--- config.mk ---
export PLATFORM = sky130hd
export DESIGN_NAME = sd4_pp_serial
export DESIGN_NICKNAME = d
export VERILOG_FILES = /design/src/rtl/sd4_pp_serial.sv
export SDC_FILE = /design/constraint.sdc
export NUM_CORES = 2
export LEC_CHECK = 0
export ABC_AREA = 1
export BUFFER_PORTS_ARGS = -buffer_cell sky130_fd_sc_hd__buf_2
export CAP_MARGIN = 20
export CORE_UTILIZATION = 41
export CTS_CLUSTER_DIAMETER = 100
export DETAILED_ROUTE_END_ITERATION = 10
export PLACE_DENSITY_LB_ADDON = 0.15
export SLEW_MARGIN = 20
export SYNTH_ARGS = -nofsm -noshare
export SYNTH_HDL_FRONTEND = slang
export SYNTH_SLANG_ARGS = --single-unit
--- constraint.sdc ---
create_clock -name clk -period 18.95 [get_ports clk]
set_clock_uncertainty 0.05 [all_clocks]
set_input_delay 2.8425 -clock clk [delete_from_list [all_inputs] [get_ports clk]]
set_output_delay 2.8425 -clock clk [all_outputs]
set_load 0.005 [all_outputs]
--- src/rtl/sd4_pp_serial.sv ---
// Nine-lane 8x8 signed multiplier, radix-4 (SD4) recoded, one digit per cycle over four cycles.
// Optional build macro SD4_ZERO_SKIP_EN: all-zero weights bypass CALC and finish in one edge.
module sd4_pp_serial #(
   parameter int unsigned HOLD_OUTPUTS = 1
) (
   input  logic               clk,
   input  logic               rst,
   input  logic               start,
   input  logic signed [7:0]  act_0,
   input  logic signed [7:0]  act_1,
   input  logic signed [7:0]  act_2,
   input  logic signed [7:0]  act_3,
   input  logic signed [7:0]  act_4,
   input  logic signed [7:0]  act_5,
   input  logic signed [7:0]  act_6,
   input  logic signed [7:0]  act_7,
   input  logic signed [7:0]  act_8,
   input  logic signed [7:0]  wgt_0,
   input  logic signed [7:0]  wgt_1,
   input  logic signed [7:0]  wgt_2,
   input  logic signed [7:0]  wgt_3,
   input  logic signed [7:0]  wgt_4,
   input  logic signed [7:0]  wgt_5,
   input  logic signed [7:0]  wgt_6,
   input  logic signed [7:0]  wgt_7,
   input  logic signed [7:0]  wgt_8,
   output logic signed [15:0] aligned_pp_0,
   output logic signed [15:0] aligned_pp_1,
   output logic signed [15:0] aligned_pp_2,
   output logic signed [15:0] aligned_pp_3,
   output logic signed [15:0] aligned_pp_4,
   output logic signed [15:0] aligned_pp_5,
   output logic signed [15:0] aligned_pp_6,
   output logic signed [15:0] aligned_pp_7,
   output logic signed [15:0] aligned_pp_8,
   output logic               pp_valid,
   output logic               busy
);

   typedef enum logic [1:0] {StIdle, StCalc, StDone} state_e;

   state_e             state_q, state_d;
   logic [1:0]         cnt_q, cnt_d;
   logic signed [7:0]  act_in [9];
   logic signed [7:0]  wgt_in [9];
   logic signed [7:0]  act_q [9];
   logic signed [7:0]  act_d [9];
   logic signed [7:0]  wgt_q [9];
   logic signed [7:0]  wgt_d [9];
   logic signed [15:0] acc_q [9];
   logic signed [15:0] acc_d [9];
   logic signed [15:0] pp_q [9];
   logic signed [15:0] pp_d [9];
   logic signed [15:0] term [9];
`ifdef SD4_ZERO_SKIP_EN
   logic               all_zero;
`endif

   assign act_in = '{act_0, act_1, act_2, act_3, act_4, act_5, act_6, act_7, act_8};
   assign wgt_in = '{wgt_0, wgt_1, wgt_2, wgt_3, wgt_4, wgt_5, wgt_6, wgt_7, wgt_8};

   // Digit d uses weight bits {2d+1, 2d, 2d-1}; appending a zero LSB supplies bit -1.
   function automatic logic signed [15:0] sd4_term(input logic signed [7:0] a,
                                                   input logic [7:0] w,
                                                   input logic [1:0] d);
      logic [8:0]         wext;
      logic [2:0]         trip;
      logic signed [15:0] a16;
      logic signed [15:0] m;
      wext = {w, 1'b0};
      trip = 3'(wext >> {d, 1'b0});
      a16  = {{8{a[7]}}, a};
      case (trip)
         3'b001, 3'b010: m = a16;
         3'b011:         m = a16 <<< 1;
         3'b100:         m = -(a16 <<< 1);
         3'b101, 3'b110: m = -a16;
         default:        m = '0;
      endcase
      return m <<< {d, 1'b0};
   endfunction

   always_comb begin
      state_d = state_q;
      cnt_d   = cnt_q;
      act_d   = act_q;
      wgt_d   = wgt_q;
      acc_d   = acc_q;
      pp_d    = pp_q;
      for (int i = 0; i < 9; i++) begin
         term[i] = sd4_term(act_q[i], wgt_q[i], cnt_q);
      end
`ifdef SD4_ZERO_SKIP_EN
      all_zero = 1'b1;
      for (int i = 0; i < 9; i++) begin
         if (wgt_in[i] != 8'sd0) all_zero = 1'b0;
      end
`endif
      case (state_q)
         StIdle: begin
            if (start) begin
               act_d   = act_in;
               wgt_d   = wgt_in;
               cnt_d   = 2'd0;
               state_d = StCalc;
               for (int i = 0; i < 9; i++) acc_d[i] = '0;
`ifdef SD4_ZERO_SKIP_EN
               if (all_zero) begin
                  state_d = StDone;
                  for (int i = 0; i < 9; i++) pp_d[i] = '0;
               end
`endif
            end
         end
         StCalc: begin
            cnt_d = cnt_q + 2'd1;
            for (int i = 0; i < 9; i++) acc_d[i] = acc_q[i] + term[i];
            if (cnt_q == 2'd3) begin
               state_d = StDone;
               for (int i = 0; i < 9; i++) pp_d[i] = acc_q[i] + term[i];
            end
         end
         StDone: begin
            state_d = StIdle;
            if (HOLD_OUTPUTS == 0) begin
               for (int i = 0; i < 9; i++) pp_d[i] = '0;
            end
         end
         default: state_d = StIdle;
      endcase
   end

   always_ff @(posedge clk or posedge rst) begin
      if (rst) begin
         state_q <= StIdle;
         cnt_q   <= 2'd0;
         for (int i = 0; i < 9; i++) begin
            act_q[i] <= '0;
            wgt_q[i] <= '0;
            acc_q[i] <= '0;
            pp_q[i]  <= '0;
         end
      end else begin
         state_q <= state_d;
         cnt_q   <= cnt_d;
         act_q   <= act_d;
         wgt_q   <= wgt_d;
         acc_q   <= acc_d;
         pp_q    <= pp_d;
      end
   end

   assign aligned_pp_0 = pp_q[0];
   assign aligned_pp_1 = pp_q[1];
   assign aligned_pp_2 = pp_q[2];
   assign aligned_pp_3 = pp_q[3];
   assign aligned_pp_4 = pp_q[4];
   assign aligned_pp_5 = pp_q[5];
   assign aligned_pp_6 = pp_q[6];
   assign aligned_pp_7 = pp_q[7];
   assign aligned_pp_8 = pp_q[8];
   assign pp_valid     = (state_q == StDone);
   assign busy         = (state_q != StIdle);

endmodule

==> impl_metrics.toml <==
[synth]
synth_top_area_share_pct = 37.3
synth_top_flop_cell = "dfrtp_1"
synth-simple-area-share_pct = 30.3
synth_largest_area_cell = "dfrtp_1"
synthMuxAreaShare_pct = 0.0684
synth_area_leaders = "dfrtp_1 (37%), nand2_1 (16%), ha_1 (6.6%)"
synth_fp_nets = 4417
ys_ff_latch = 436
synth_top_family_by_area = "simple AND/OR/NAND/NOR gates"
postSynthAreaPerCell_sq_um = 7.13
synth_cell_types = 52
synth_compound_area_share_pct = 14.8
synthAdderAreaFrac_pct = 7.20
post-synth-top-count-cell = "nand2_1"
yosysWarningCount = 0
synth_xor_area_share_pct = 3.20
synth_commonest_cells = "nand2_1 (1282), dfrtp_1 (436), nand3_1 (360)"
ys_seq_area_share_pct = 37.3
synthCells = 4107
synth_edf_count = 0
syn_area_sq_um = 29300
postSynth.asyncResetShare_pct = 100

[drt]
drt-total-wl_mm = 88.4
ant_nets = 0
drt_iter0_markers = 2142
drc = 0
avgViaCountPerCell = 5.17
vias = 27400
post_drt_wl_per_cell_um = 16.7
drt-pass1-iter-count = 5

[clocking]
post_cts_resize_count = 0
cts-root-buf = "clkbuf_16"
clk_path_buf_depth = 3
cts_tree = "done"
clk_pin_slew_ps = 60
clock_sinks = 436
postCtsSetupBuffers = 0
clock_latency_ps = 610
cts_hold_buf = 0
cts_buffers = 52
h-tree-depth = 2

[floorplan]
coreArea_sq_um = 70400
row_count = 97
ios = 293
die_h_um = 269
start_util_pct = 41.6
fp.dieW_um = 269
dieArea_sq_um = 72500

[placed_design]
gp_congestion = 0.916
post-dp-hpwl_mm = 64.3
dp_slack_ps = 12450
port_buffers = 292

[sta]
period_share_pct = 30.7
drv_slew = 0
worst_pin_slew_ps = 1060
finalCriticalPeriod_ps = 5820
setup-tns-final_ps = 0
fin_ws_ps = 13130
finalHoldViolations = 0
slew_headroom_pct = 29.3
max_clock_freq_ghz = 0.172
finalSetupViolations = 0
grt_setup_unrepaired = "false"

[finish]
top_register = "acc_q"
seq_area_sq_um = 10900
layout-drive-gt1-share_pct = 12.5
final_nets = 4629
top_regs = "acc_q: 144 flops, act_q: 72 flops, wgt_q: 72 flops"
area_growth_pct = 13.4
largest_register_ffs = 144
multi_input_area_sq_um = 16300
nFillCells = 7286
antenna_cells = 0

[global_route]
grt_pass1_vias = 25400
grt_max_degree = 171
antenna_found_initial = 2
grt_pass1_wl_mm = 141
track_usage_pct = 24.0
grt-ovfl-total = 0

[setup_path]
rrSetupSlack_ps = 13500
path_max_fanout = 170
r2r-end = "aligned_pp_7[13]"
critical_path_class = "in2reg"
start_kind = "primary input"
cpMaxStageDelayCell = "nor2_4"
critPathBufInv = 5
cp.required_ps = 19410
path_common_cell = "buf_4"
r2r_cells = 25
reg2reg_from = "cnt_q[0]"
slowest_delay_ps = 770
path_cells = "buf_2, nand2_1, buf_4, inv_8, nor2_4, buf_4, buf_4, nand2_1, o21ai_0"
crit_family = "buffers and inverters"
endpoint_kind = "register"
critPathArrivalTime_ps = 6280

[min_path]
hp-class = "reg2reg"
holdPathEnd = "aligned_pp_4[14]"
min_from = "aligned_pp_4[14]"
hold_depth = 2

[flow_run]
max_cap_viol_count = 0

[status]
status = "complete, no violations"
[per-stage QoR]
stage	std cells	utilization [%]	cell area (sq um)	hold WS (ps)
after floorplan	4107	-	29300	399
after global placement	5205	44.7	31500	409
after detailed placement	5205	44.7	31500	410
after CTS	5298	47.2	33200	427
after global routing	5298	47.2	33200	449
final	5298	47.2	33200	425
[final cells by class]
cell class              count  share of cell area [%]
multi-input cells        3142                    49.1
flip-flops and latches    436                    32.9
repair buffers            310                    4.84
inverters                 377                    4.33
clock buffers              66                    4.26
well taps                 940                    3.54
clock inverters            27                    1.02
[cells in the final DEF, fill, tap and decap left out, drive strengths merged]
cell and n:
or2 26, and2 5, o211ai 24, clkinvlp 8
a31oi 6, o2bb2ai 5, o2111ai 6, o21bai 9
o22ai 48, xor2 89, o21ai 465, clkbuf 66
xnor2 18, a21oi 180, o21a 15, nand3 375
ha 154, buf 310, nand3b 6, fa 9
mux2i 2, o31ai 1, clkinv 13, a32o 19
a21boi 3, nor3 47, bufinv 7, a211o 2
nand4 30, nand2 1317, dfrtp 436, inv 376
nor2 273, a211oi 1, a21o 7
[metal layers]
layer  global-route usage (%)  vias up  share of wire (%)
li1                         -    14000                  -
met1                     37.4    12600                 51
met2                     34.7      667                 41
met5                        0        -              0.035
met3                     3.59       92                5.6
met4                     5.23        4                1.9
[kinds of logic after synthesis]
family	count (synthesis)
compound gates	791
xor+xnor	107
fa+ha+maj	163
buf+inv	529
flops	436
mux	2
simple gates	2079
[worst register-to-register path: stages (launching register included)]
cell and delay [ps]:
dfrtp_4 900, inv_6 460, nor2_8 640, nand2_1 110, nand2_2 120, nand2_2 110
inv_2 110, nor2_4 50, nand2_2 130, o22ai_1 90, nor2_1 310, nand2_1 130
nand3_1 120, nand2_1 170, ha_1 400, nand2_1 90, nor3_1 130, nand2_1 80
nand2_1 160, a21oi_1 120, o21ai_0 290, nand3_1 160, nand2_1 90, nand2_1 60
nand3_1 170, nand2_1 70
[how the worst max path moves through the flow]
stage	start	end	slack (ps)	cells past startpoint
2_1_floorplan	rst	acc_q[0]	3910	1
3_3_place_gp	start	acc_q[112]	12510	9
3_5_place_dp	start	acc_q[11]	12450	9
4_1_cts	start	acc_q[17]	13070	9
5_1_grt	start	acc_q[4]	12830	9
6_report	start	acc_q[17]	13130	9
Power is not shown: default switching activity piles up to over one toggle a cycle in this logic, so the estimate is an artifact.
